`src/rtl/updn_mon_pkg.sv`:
```
// Shared constants for the up/down counter monitor: step classification codes,
// FSM state encoding and a small helper used by the top level.
package updn_mon_pkg;

    // Step classification codes driven on the dir output
    localparam logic [1:0] DIR_HOLD = 2'b00;
    localparam logic [1:0] DIR_UP   = 2'b01;
    localparam logic [1:0] DIR_DN   = 2'b10;
    localparam logic [1:0] DIR_ILL  = 2'b11;

    // Monitor FSM states
    typedef enum logic [1:0] {
        ST_SYNC  = 2'd0,   // no reference sample yet
        ST_TRACK = 2'd1,   // following the counter step by step
        ST_FAULT = 2'd2    // too many illegal steps, waiting for a clean run
    } state_t;

    // A step is legal when it is a hold, an up or a down
    function automatic logic dir_is_legal(input logic [1:0] code);
        return code != DIR_ILL;
    endfunction

endpackage

```
`src/rtl/updn_step_classify.sv`:
```
// Combinational step classifier: compares the previous and current counter
// samples and reports hold / up / down / illegal plus the two wrap events.
// For W=1 a difference of 1 is both +1 and -1; it is reported as up.
module updn_step_classify
    import updn_mon_pkg::*;
#(
    parameter int W = 4
) (
    input  logic [W-1:0] prev,
    input  logic [W-1:0] q_in,
    output logic [1:0]   dir,
    output logic         wrap_up,
    output logic         wrap_dn
);

    localparam logic [W-1:0] ZERO_V = '0;
    localparam logic [W-1:0] ONE_V  = W'(1);
    localparam logic [W-1:0] MAX_V  = '1;

    logic [W-1:0] diff;

    // Modulo-2^W difference between the new and the reference sample
    assign diff = q_in - prev;

    // Classify the step; up is tested before down so W=1 resolves to up
    always_comb begin
        dir = DIR_ILL;
        if (diff == ZERO_V) begin
            dir = DIR_HOLD;
        end else if (diff == ONE_V) begin
            dir = DIR_UP;
        end else if (diff == MAX_V) begin
            dir = DIR_DN;
        end
    end

    assign wrap_up = (prev == MAX_V)  && (q_in == ZERO_V);
    assign wrap_dn = (prev == ZERO_V) && (q_in == MAX_V);

endmodule

```
`src/rtl/updn_count_monitor.sv`:
```
// Up/down counter monitor. Samples q_in on each valid strobe, classifies the
// step against the previous sample, raises wrap and error pulses, keeps an
// extended signed position and drops into a fault state after ERR_LIMIT
// consecutive illegal steps. Two consecutive legal steps leave the fault
// state and resynchronise on the following sample.
// Optional build macro: UPDN_MON_STICKY_EN adds the err_sticky output, a flag
// set by any step error and cleared only by reset.
module updn_count_monitor
    import updn_mon_pkg::*;
#(
    parameter int W         = 4,
    parameter int PW        = 8,
    parameter int ERR_LIMIT = 3
) (
    input  logic                 clk,
    input  logic                 reset,
    input  logic                 valid,
    input  logic [W-1:0]         q_in,
    input  logic                 ud_exp,
    output logic [1:0]           dir,
    output logic                 step_err,
    output logic                 wrap_up,
    output logic                 wrap_dn,
    output logic signed [PW-1:0] pos,
    output logic                 fault
`ifdef UPDN_MON_STICKY_EN
    ,
    output logic                 err_sticky
`endif
);

    localparam int ERR_W = $clog2(ERR_LIMIT + 1);
    localparam logic [ERR_W-1:0] ERR_MAX = ERR_W'(ERR_LIMIT);

    state_t                state_reg, state_next;
    logic [ERR_W-1:0]      err_run_reg, err_run_next;
    logic                  rec_reg, rec_next;      // one legal step already seen in FAULT
    logic [W-1:0]          prev_reg, prev_next;
    logic signed [PW-1:0]  pos_reg, pos_next;
    logic [1:0]            dir_reg, dir_next;
    logic                  step_err_reg, step_err_next;
    logic                  wrap_up_reg, wrap_up_next;
    logic                  wrap_dn_reg, wrap_dn_next;

    logic [1:0]            cls_dir;
    logic                  cls_wrap_up;
    logic                  cls_wrap_dn;
    logic                  step_legal;

    updn_step_classify #(
        .W (W)
    ) u_classify (
        .prev    (prev_reg),
        .q_in    (q_in),
        .dir     (cls_dir),
        .wrap_up (cls_wrap_up),
        .wrap_dn (cls_wrap_dn)
    );

    assign step_legal = dir_is_legal(cls_dir);

    // State register together with the error-run and recovery counters
    always_ff @(posedge clk) begin
        if (reset) begin
            state_reg   <= ST_SYNC;
            err_run_reg <= '0;
            rec_reg     <= 1'b0;
        end else begin
            state_reg   <= state_next;
            err_run_reg <= err_run_next;
            rec_reg     <= rec_next;
        end
    end

    // Next-state logic: sync on first sample, count illegal runs, recover from fault
    always_comb begin
        state_next   = state_reg;
        err_run_next = err_run_reg;
        rec_next     = rec_reg;
        case (state_reg)
            ST_SYNC: begin
                if (valid) begin
                    state_next   = ST_TRACK;
                    err_run_next = '0;
                end
            end
            ST_TRACK: begin
                if (valid) begin
                    if (step_legal) begin
                        err_run_next = '0;
                    end else begin
                        if (err_run_reg != ERR_MAX) begin
                            err_run_next = err_run_reg + ERR_W'(1);
                        end
                        if (err_run_next == ERR_MAX) begin
                            state_next = ST_FAULT;
                            rec_next   = 1'b0;
                        end
                    end
                end
            end
            ST_FAULT: begin
                if (valid) begin
                    if (step_legal) begin
                        if (rec_reg) begin
                            state_next   = ST_SYNC;
                            rec_next     = 1'b0;
                            err_run_next = '0;
                        end else begin
                            rec_next = 1'b1;
                        end
                    end else begin
                        rec_next = 1'b0;
                    end
                end
            end
            default: begin
                state_next   = ST_SYNC;
                err_run_next = '0;
                rec_next     = 1'b0;
            end
        endcase
    end

    // Output logic: next values of the registered flags, position and reference
    always_comb begin
        prev_next     = prev_reg;
        pos_next      = pos_reg;
        dir_next      = dir_reg;
        step_err_next = 1'b0;
        wrap_up_next  = 1'b0;
        wrap_dn_next  = 1'b0;
        if (valid) begin
            prev_next = q_in;
            case (state_reg)
                ST_SYNC: begin
                    pos_next = $signed({{(PW-W){1'b0}}, q_in});
                    dir_next = DIR_HOLD;
                end
                ST_TRACK: begin
                    dir_next     = cls_dir;
                    wrap_up_next = cls_wrap_up;
                    wrap_dn_next = cls_wrap_dn;
                    case (cls_dir)
                        DIR_UP: begin
                            pos_next      = pos_reg + PW'(1);
                            step_err_next = ud_exp;
                        end
                        DIR_DN: begin
                            pos_next      = pos_reg - PW'(1);
                            step_err_next = ~ud_exp;
                        end
                        DIR_ILL: begin
                            step_err_next = 1'b1;
                        end
                        default: begin
                            step_err_next = 1'b0;
                        end
                    endcase
                end
                ST_FAULT: begin
                    // Position and pulses frozen; dir returns to hold on leaving fault
                    if (state_next == ST_SYNC) begin
                        dir_next = DIR_HOLD;
                    end
                end
                default: begin
                    dir_next = DIR_HOLD;
                end
            endcase
        end
    end

    // Registered outputs and reference sample
    always_ff @(posedge clk) begin
        if (reset) begin
            prev_reg     <= '0;
            pos_reg      <= '0;
            dir_reg      <= DIR_HOLD;
            step_err_reg <= 1'b0;
            wrap_up_reg  <= 1'b0;
            wrap_dn_reg  <= 1'b0;
        end else begin
            prev_reg     <= prev_next;
            pos_reg      <= pos_next;
            dir_reg      <= dir_next;
            step_err_reg <= step_err_next;
            wrap_up_reg  <= wrap_up_next;
            wrap_dn_reg  <= wrap_dn_next;
        end
    end

    assign dir      = dir_reg;
    assign step_err = step_err_reg;
    assign wrap_up  = wrap_up_reg;
    assign wrap_dn  = wrap_dn_reg;
    assign pos      = pos_reg;
    assign fault    = (state_reg == ST_FAULT);

`ifdef UPDN_MON_STICKY_EN
    logic err_sticky_reg;

    // Sticky error flag: any step error latches it until reset
    always_ff @(posedge clk) begin
        if (reset) begin
            err_sticky_reg <= 1'b0;
        end else if (step_err_next) begin
            err_sticky_reg <= 1'b1;
        end
    end

    assign err_sticky = err_sticky_reg;
`endif

endmodule

```
`config.mk`:
```
export PLATFORM = sky130hd
export DESIGN_NAME = updn_count_monitor
export DESIGN_NICKNAME = d
export VERILOG_FILES = /design/src/rtl/updn_mon_pkg.sv /design/src/rtl/updn_step_classify.sv /design/src/rtl/updn_count_monitor.sv
export SDC_FILE = /design/constraint.sdc
export NUM_CORES = 1
export LEC_CHECK = 0
export CAP_MARGIN = 0
export CORE_MARGIN = 4
export CORE_UTILIZATION = 53
export CTS_CLUSTER_SIZE = 12
export DETAILED_ROUTE_END_ITERATION = 16
export GPL_TIMING_DRIVEN = 1
export PLACE_DENSITY = 0.8
export SYNTH_ARGS = -nofsm -noshare
export SYNTH_HDL_FRONTEND = slang
export SYNTH_SLANG_ARGS = --single-unit
```
`constraint.sdc`:
```
create_clock -name clk -period 4.9 [get_ports clk]
set_clock_uncertainty 0.05 [all_clocks]
set_input_delay 0.98 -clock clk [delete_from_list [all_inputs] [get_ports clk]]
set_output_delay 0.98 -clock clk [all_outputs]
set_load 0.05 [all_outputs]
```
==> impl_results.md, run 1 <==
- Reg2reg path depth: 14
- Total wire length: 3.34 mm
- CP cell instances: clkdlybuf4s50_1 > ha_1 > nor2b_1 > o21a_1 > or3_4 > a2111oi_4 > or2_1 > ha_1 > ha_1 > nor2b_1 > o21ai_1 > a21oi_1 > or3_1 > a32o_1
- Worst hold path class: reg2reg
- CTS sink count: 22
- Final setup viols: 0
- Synth area leader: dfxtp_1
- Rel. slew slack: 0.490
- Worst EP arrival: 4.81 ns
- Status: finished clean
- Main flop type after synthesis: dfxtp_1
- Gate count after technology mapping: 174
- Commonest cells after routing, fill and taps aside: dfxtp_1, clkdlybuf4s50_1, inv_1, nor2_1, ha_1
- Worst Max-Slew Pin Slew: 0.763 ns
- Depth of the CTS H-tree: 1
- IO buf count: 21
- Largest net degree at the start of global routing: 21
- Post-CTS sizing: 0
- Asr flop ratio synth: 0
- Hold path start: dir[0]
- Tot Pwr: 0.000426 W
- Buf+Inv Stages, Crit Path: 1
- Root Buffer Master: clkbuf_4
- Clock Tree Buf Depth: 2
- Hold Vio Cnt, Final: 0
- Fmax: 0.216 GHz
- Placeable Area: 2570 um2
- Gr usage total: 0.211
- Crit Reg-Reg Endpoint: pos[6]
- Max IR drop VDD: 204 uV
- Synthesized cell area: 1480 um2
- Worst reg2reg startpoint: prev_reg[1]
- Gr busiest metal: met2
- Post-CTS Setup Bufs: 0
- Syn-to-layout area delta: 18.5%
- Hold slack: 0.420 ns
- Share of cells above drive strength 1: 0.0510
- Register bit total from synthesis: 22
- Crit end category: register
- Cell family with most CP delay: simple AND/OR/NAND/NOR gates
- # rows: 18
- Seq/Total Area, Yosys: 0.298
- Final ANT Viol Nets: 0
- Switch Pwr: 0.000151 W
- CTS Hold Bufs: 0
- Slowest stage delay, CP: 0.56 ns
- Grt ovf: 0
- Critical Path Start Type: input port
- Syn Nets: 196
- Internal cell power: 0.000275 W
- DP HPWL: 2.56 mm
- Die ar.: 3690 um2
- Ant diodes: 0
- Max_cap viols: 0
- Worst EP required: 5.07 ns
- Met1 GRT Util: 0.262
- Via density: 6.02
- Wire per inst: 14.8 um
- Boundary pin count: 22
- Yosys warns: 0
- First-pass GRT wire length: 5.94 mm
- Drt pass-1 iters: 4
- Vias in the first global route: 1370
- Final period utilization: 0.946
- Nets: 220
- Kind of critical path: in2reg
- Die X: 60.8 um
- Sw Share: 0.355
- Clock transition at path regs: 0.12 ns
- Die height: 60.8 um
- DRT iter0 DRCs: 46
- Critical path's slowest cell: clkdlybuf4s50_1
- RD Place Congestion: 0.879
- Min Tclk post-route: 4.64 ns
- CP Max Fanout: 9
- Share of the synthesized area in the top cell type: 0.298
- Initial antenna violation count: 0
- # fillers: 233
- Hold endpoint: dir[0]
- Initial Utilization: 0.575
- Via Count: 1360
- Clock network power share: 0.197
- Cells taking the most area after synthesis: dfxtp_1, ha_1, a211oi_1
- Leak pwr: 0.719 nW
- CTS tree: done
- GRT met3 Usage: 0.0255
- Drc violations: 0
- Most common cell after layout, fill and taps aside: dfxtp_1
- CTS Buf Count: 3
- Met2 GRT Util: 0.371
- Max-slew violation count: 0
- Clock Latency Late Sink: 0.31 ns
- RSZ-0062 raised after global routing: false
- Finished Cell Area: 1750 um2
- Max reg flops: 8
- R2r setup slk: 0.99 ns
- Syn_area_per_cell: 8.49 um2
- Worst Hold Path Cells: 2
- Power per cell area: 243 nW/um2
- Post-synth EDFFs: 0
- Post-DP Area: 1730 um2
- Sequential share of power: 0.463
- Synth cell types: 43
- Logic pwr share: 0.340
- Most numerous cell on the critical path: ha_1
==> worst min-delay path, delay by kind of cell, from the launching register on <==
| family | cells | cell delay [ns] |
|---|---|---|
| flops | 1 | 0.33 |
| compound gates | 1 | 0.05 |
| simple gates | 1 | 0.05 |
==> kinds of logic after synthesis <==
family          synth area share
compound gates             0.239
xor+xnor                  0.0237
fa+ha+maj                  0.129
simple gates               0.217
mux                       0.0339
flops                      0.298
buf+inv                   0.0593
==> routing by layer <==
layer,vias up,share of wire
li1,683,-
met1,634,0.44
met2,36,0.49
met3,7,0.046
met4,0,0.020
met5,-,0
==> power by group through the flow <==
stage          clock (W)  sequential (W)  combinational, W
3_3_place_gp           0        0.000200          0.000138
6_report       0.0000839        0.000197          0.000145
3_5_place_dp           0        0.000201          0.000143
4_1_cts        0.0000853        0.000197          0.000144
5_1_grt        0.0000952        0.000199          0.000160
2_1_floorplan          0        0.000217         0.0000844
==> synthesized netlist by cell type (all sizes together) (2+ instances only) <==
master,n
inv,14
o31ai,2
ha,12
fa,2
dfxtp,22
and3,5
nand2b,2
mux2i,5
a211oi,8
nor3,6
o21ai,10
buf,3
a2111oi,3
xor2,2
a21o,4
nand2,8
nor4b,4
a211o,2
xnor2,2
a32o,2
nand3,6
clkbuf,4
a21oi,11
nor2,14
nor2b,5
a221oi,2
or3,3
==> final cells by class <==
cell class                 instances  area (um2)  area share
sequential                        22         440       0.252
clock buffer                       3        22.5      0.0129
timing repair buffer              26         248       0.142
multi-input combinational        131         948       0.542
tap                               30        37.5      0.0215
inverter                          14        52.6      0.0300
==> per-stage QoR <==
step	setup WS (ns)	TNS, ns	cells	utilization
final	0.264	0	226	0.681
after global placement	0.0910	0	223	0.673
after global routing	0.00455	0	226	0.681
after floorplan	0.795	0	174	-
after CTS	0.276	0	226	0.681
after detailed placement	-0.0563	-0.0879	223	0.673
==> how the worst max path moves through the flow <==
stage                     cells past startpoint     end  startpoint  slack, ns
final                                        14  pos[6]     q_in[1]       0.26
after floorplan                              13  pos[6]     q_in[1]       0.80
after global routing                         15  pos[6]     q_in[1]      0.005
after detailed placement                     14  pos[6]     q_in[1]      -0.06
after CTS                                    14  pos[6]     q_in[1]       0.28
after global placement                       14  pos[6]     q_in[1]       0.09
(Power assumes the default switching activity.)
==> run 2: changes to the inputs <==
==> constraint.sdc (replaced) <==
create_clock -name clk -period 4.72 [get_ports clk]
set_clock_uncertainty 0.05 [all_clocks]
set_input_delay 0.944 -clock clk [delete_from_list [all_inputs] [get_ports clk]]
set_output_delay 0.944 -clock clk [all_outputs]
set_load 0.05 [all_outputs]
==> impl_results.md, run 2 (synthesized netlist as in run 1, its figures left out) <==
- Hold slack: 0.412 ns (-0.00805 ns)
- Depth of the CTS H-tree: 1 (unchanged)
- DRT iter0 DRCs: 74 (+61%)
- Gr usage total: 0.214 (+0.00383)
- Final setup TNS: 0 ns (unchanged)
- Wire per inst: 14.9 um (+0.61%)
- Share of cells above drive strength 1: 0.0754 (+0.0244)
- Boundary pin count: 22 (unchanged)
- CP cell instances: clkdlybuf4s50_1 > ha_1 > nor2b_1 > o21a_1 > or3_4 > a2111oi_4 > or2_1 > ha_2 > inv_1 > fa_1 > nor2b_1 > o21ai_1 > a21oi_1 > o21ai_0 > a32o_1
- Worst reg2reg startpoint: prev_reg[1]
- Final setup viols: 0 (unchanged)
- Clock Tree Buf Depth: 2 (unchanged)
- Worst EP arrival: 4.61 ns (-0.20 ns)
- IO buf count: 21 (unchanged)
- Initial antenna violation count: 0 (unchanged)
- Post-CTS Setup Bufs: 0 (unchanged)
- Rel. slew slack: 0.506 (+0.0161)
- Total wire length: 3.41 mm (+1.9%)
- Root Buffer Master: clkbuf_4
- First-pass GRT wire length: 5.93 mm (-0.10%)
- Die X: 60.8 um (unchanged)
- Worst EP required: 4.90 ns (-0.17 ns)
- Initial Utilization: 0.575 (unchanged)
- Via Count: 1367 (+0.51%)
- Most common cell after layout, fill and taps aside: dfxtp_1
- Max-slew violation count: 0 (unchanged)
- Worst hold path class: reg2reg
- CTS Buf Count: 3 (unchanged)
- RD Place Congestion: 0.898 (+2.1%)
- Hold path start: dir[0]
- CP Max Fanout: 7 (-2)
- Final period utilization: 0.938
- Max reg flops: 8 (unchanged)
- Max_cap viols: 0 (unchanged)
- Die height: 60.8 um (unchanged)
- Critical path's slowest cell: clkdlybuf4s50_1
- Crit end category: register
- Kind of critical path: in2reg
- Ant diodes: 0 (unchanged)
- Finished Cell Area: 1790 um2 (+2.2%)
- Status: finished clean
- Commonest cells after routing, fill and taps aside: dfxtp_1, clkdlybuf4s50_1, inv_1, nor2_1
- Hold Vio Cnt, Final: 0 (unchanged)
- Power per cell area: 260 nW/um2 (+6.9%)
- Placeable Area: 2570 um2 (unchanged)
- Via density: 5.97 (-0.80%)
- Leak pwr: 0.736 nW (+2.4%)
- DP HPWL: 2.66 mm (+4.1%)
- Post-DP Area: 1740 um2 (+0.87%)
- Vias in the first global route: 1354 (-1.2%)
- Grt ovf: 0 (unchanged)
- # rows: 18 (unchanged)
- Syn-to-layout area delta: 21.1%
- RSZ-0062 raised after global routing: false
- Worst setup path start: q_in[1]
- Min Tclk post-route: 4.43 ns
- Largest net degree at the start of global routing: 21 (unchanged)
- Slowest stage delay, CP: 0.50 ns (-0.06 ns)
- Cell family with most CP delay: compound AO/OA/AOI/OAI gates
- Worst Max-Slew Pin Slew: 0.739 ns (-0.0240 ns)
- Internal cell power: 0.000305 W (+11%)
- Clock network power share: 0.229 (+0.032)
- Sequential share of power: 0.441 (-0.022)
- Nets: 222 (+0.91%)
- Max IR drop VDD: 188 uV (-7.7%)
- Final Util: 0.696 (+0.0151)
- Clock Latency Late Sink: 0.32 ns (about the same)
- Tot Pwr: 0.000465 W (+9.3%)
- Critical Path Start Type: input port
- Switch Pwr: 0.000160 W (+5.9%)
- Final ANT Viol Nets: 0 (unchanged)
- Sw Share: 0.344 (-0.0110)
- CTS tree: done
- Drc violations: 0 (unchanged)
- # fillers: 226 (-3.0%)
- Drt pass-1 iters: 4 (unchanged)
- Clock transition at path regs: 0.13 ns (about the same)
- Register area: 440 um2 (unchanged)
- Fmax: 0.226 GHz
- Logic pwr share: 0.330 (-0.010)
- CTS sink count: 22 (unchanged)
- Buf+Inv Stages, Crit Path: 2 (+1)
- Most numerous cell on the critical path: nor2b_1
- Die ar.: 3690 um2 (unchanged)
- Area of the multi-input gates: 958 um2 (+1.1%)
-- run 2: cell types whose count changed in the layout (fill, tap and decap cells not counted), sizes merged --
cell and change:
buf +2, clkbuf +1
-- run 2: layer usage --
layer  routed length, um  GRT usage  vias to the layer above
met5                   0          0                        -
met2                1690      0.389                       38
met4                  87      0.105                        0
li1                    -          -                      690
met3                 152     0.0277                       11
met1                1480      0.245                      628
-- run 2: layout make-up --
class,count,share of cell area
Inverter,14,0.0294
Multi-Input combinational cell,131,0.536
Timing Repair Buffer,28,0.147
Tap cell,30,0.0210
Clock buffer,4,0.0203
Sequential cell,22,0.246
-- run 2: what timing repair did --
action	4_1_cts	5_1_grt
gates resized for setup	0	2
endpoints found under the setup margin	0	1
hold buffers	0	0
-- run 2: power groups by stage --
stage	clock network, W	logic, W	registers (W)
CTS	0.000112	0.000152	0.000205
detailed placement	0	0.000150	0.000209
floorplan	0	0.0000876	0.000225
finish	0.000107	0.000153	0.000205
global route	0.000118	0.000171	0.000207
global placement	0	0.000147	0.000208
-- run 2: worst reg2reg max path, delay by kind of cell, from the launching register on --
kind / cells / cell delay, ns
AND/OR/NAND/NOR: 4 / 0.85
buffers and inverters: 2 / 0.19
AO/OA/AOI/OAI: 6 / 1.24
flip-flops: 1 / 0.42
adder cells (fa/ha/maj): 3 / 0.92
-- run 2: worst paths after layout --
kind	endpoint	slack, ns	cells past startpoint
worst max register to register	pos[6]	0.98	15
worst max-delay path	pos[6]	0.29	15
worst min-delay path	dir[0]	0.41	2
worst min register to register	dir[0]	0.41	2
-- run 2: per-stage QoR --
| step | instances | setup slack [ns] |
|---|---|---|
| 4_1_cts | 229 | 0.271 |
| 5_1_grt | 229 | 0.0648 |
| 3_3_place_gp | 225 | 0.0624 |
| 3_5_place_dp | 225 | -0.0897 |
| 6_report | 229 | 0.294 |
| 2_1_floorplan | 174 | 0.651 |
==> run 3: changes to the inputs <==
--- a/config.mk
+++ b/config.mk
@@ -6,12 +6,14 @@
 export NUM_CORES = 1
 export LEC_CHECK = 0
 export CAP_MARGIN = 0
+export CELL_PAD_IN_SITES_DETAIL_PLACEMENT = 1
+export CELL_PAD_IN_SITES_GLOBAL_PLACEMENT = 1
 export CORE_MARGIN = 4
-export CORE_UTILIZATION = 53
+export CORE_UTILIZATION = 40
 export CTS_CLUSTER_SIZE = 12
 export DETAILED_ROUTE_END_ITERATION = 16
 export GPL_TIMING_DRIVEN = 1
-export PLACE_DENSITY = 0.8
+export PLACE_DENSITY = 0.81
 export SYNTH_ARGS = -nofsm -noshare
 export SYNTH_HDL_FRONTEND = slang
 export SYNTH_SLANG_ARGS = --single-unit
==> impl_results.md, run 3 (synthesized netlist as in run 1, its figures left out) <==
- Min Tclk post-route: 4.49 ns (+0.0611 ns)
- Crit end category: register
- CP Max Fanout: 7 (unchanged)
- Worst EP required: 4.86 ns (-0.04 ns)
- Fmax: 0.223 GHz (-1.4%)
- Largest net degree at the start of global routing: 21 (unchanged)
- Fin worst setup slack: 0.232 ns (-0.0611 ns)
- Placed cell count: 243 (+8.0%)
- Via density: 5.72 (-4.1%)
- Nets: 224 (+0.90%)
- First-pass GRT wire length: 7.22 mm (+22%)
- Die ar.: 4730 um2 (+28%)
- Most common cell after layout, fill and taps aside: dfxtp_1
- CTS tree: done
- Post-CTS sizing: 0 (unchanged)
- Vias in the first global route: 1503 (+11%)
- Gr usage total: 0.206 (-0.00844)
- IO buf count: 21 (unchanged)
- Clock transition at path regs: 0.08 ns (-0.05 ns)
- Placeable Area: 3440 um2 (+34%)
- Max-slew violation count: 0 (unchanged)
- Syn-to-layout area delta: 24.4%
- Post-CTS Setup Bufs: 0 (unchanged)
- Wire per inst: 17.2 um (+16%)
- Boundary pin count: 22 (unchanged)
- Final ANT Viol Nets: 0 (unchanged)
- CTS Hold Bufs: 0 (unchanged)
- Max IR drop VDD: 178 uV (-5.4%)
- Status: finished clean
- Max reg flops: 8 (unchanged)
- Critical Path Start Type: input port
- Depth of the CTS H-tree: 1 (unchanged)
- Grt ovf: 0 (unchanged)
- Commonest cells after routing, fill and taps aside: dfxtp_1, clkdlybuf4s50_1, inv_1, nor2_1
- Final setup TNS: 0 ns (unchanged)
- CTS sink count: 22 (unchanged)
- Leak pwr: 0.753 nW (+2.3%)
- Root Buffer Master: clkbuf_8
- DP HPWL: 3.32 mm (+25%)
- Kind of critical path: in2reg
- # rows: 21 (+3)
- Initial antenna violation count: 0 (unchanged)
- Clock Tree Buf Depth: 2 (unchanged)
- Max_cap viols: 0 (unchanged)
- Ant diodes: 0 (unchanged)
- Drt pass-1 iters: 4 (unchanged)
- Initial Utilization: 0.429 (-0.146)
- Die height: 68.8 um (+13%)
- Dpl ws: -0.0603 ns (+0.0295 ns)
- Total wire length: 4.25 mm (+25%)
- R2r setup slk: 0.90 ns (-0.08 ns)
- Worst hold path class: reg2reg
- Power per cell area: 276 nW/um2 (+6.0%)
- Clock Latency Late Sink: 0.27 ns (-0.05 ns)
- Drc violations: 0 (unchanged)
- Rel. slew slack: 0.470 (-0.0359)
- RD Place Congestion: 0.936 (+4.3%)
- Final setup viols: 0 (unchanged)
- Via Count: 1414 (+3.4%)
- Non-Filler Instances: 247 (+7.9%)
- Die X: 68.8 um (+13%)
- RSZ-0062 raised after global routing: false
- Final period utilization: 0.951 (+0.0129)
- CTS Buf Count: 3 (unchanged)
- Worst Max-Slew Pin Slew: 0.792 ns (+0.0536 ns)
- Hold Vio Cnt, Final: 0 (unchanged)
- DRT iter0 DRCs: 49 (-34%)
- Worst EP arrival: 4.62 ns (about the same)
- Share of cells above drive strength 1: 0.0846 (+0.00920)
[run 3: cell count changes in the layout (fill, tap and decap cells not counted)]
cell      previous run  this run
buf_4                7         9
clkbuf_4             3         0
clkbuf_8             1         4
nor2b_1              5         4
nor2b_2              0         1
xor2_1               1         2
xor2_2               1         0
[run 3: worst paths after layout]
kind,to,startpoint,cells past startpoint
setup / recovery,pos[4],q_in[1],15
hold / removal,dir[0],dir[0],2
setup reg to reg,pos[4],prev_reg[1],15
hold reg to reg,dir[0],dir[0],2
[run 3: per-stage QoR]
stage / utilization / cell area (um2) / hold slack, ns / total power (W)
finish: 0.534 / 1840 / 0.410 / 0.000506
global route: 0.534 / 1840 / 0.431 / 0.000536
CTS: 0.532 / 1830 / 0.411 / 0.000510
detailed placement: 0.516 / 1780 / 0.391 / 0.000369
global placement: 0.516 / 1780 / 0.389 / 0.000360
floorplan: - / 1480 / 0.406 / 0.000313
[run 3: power breakdown]
group	internal, W	total [W]	switching (W)	leakage (nW)
Combinational	0.0000657	0.000163	0.0000972	0.545
Sequential	0.000195	0.000205	0.0000103	0.180
Clock	0.0000745	0.000139	0.0000641	0.0288
[run 3: worst max-delay path, cell delays in order]
cell and delay (ns):
clkdlybuf4s50_1 0.47, ha_1 0.32, nor2b_1 0.13, o21a_1 0.20, or3_4 0.40, a2111oi_4 0.37
or2_1 0.16, ha_2 0.25, inv_1 0.10, fa_1 0.41, nor2b_2 0.16, o21ai_1 0.11
nor3b_1 0.16, o41a_1 0.32, nor2_1 0.12
[run 3: layer usage]
metal,GRT usage,vias up,share of wire
li1,-,692,-
met1,0.243,690,0.43
met2,0.372,23,0.52
met3,0.0308,9,0.030
met4,0.0779,0,0.019
met5,0,-,0
[run 3: layout make-up]
cell class / count / area (um2)
timing repair buffer: 30 / 278
fill: 414 / 1610
sequential: 22 / 440
tap: 46 / 57.6
inverter: 14 / 52.6
clock buffer: 4 / 55.1
multi-input combinational: 131 / 953
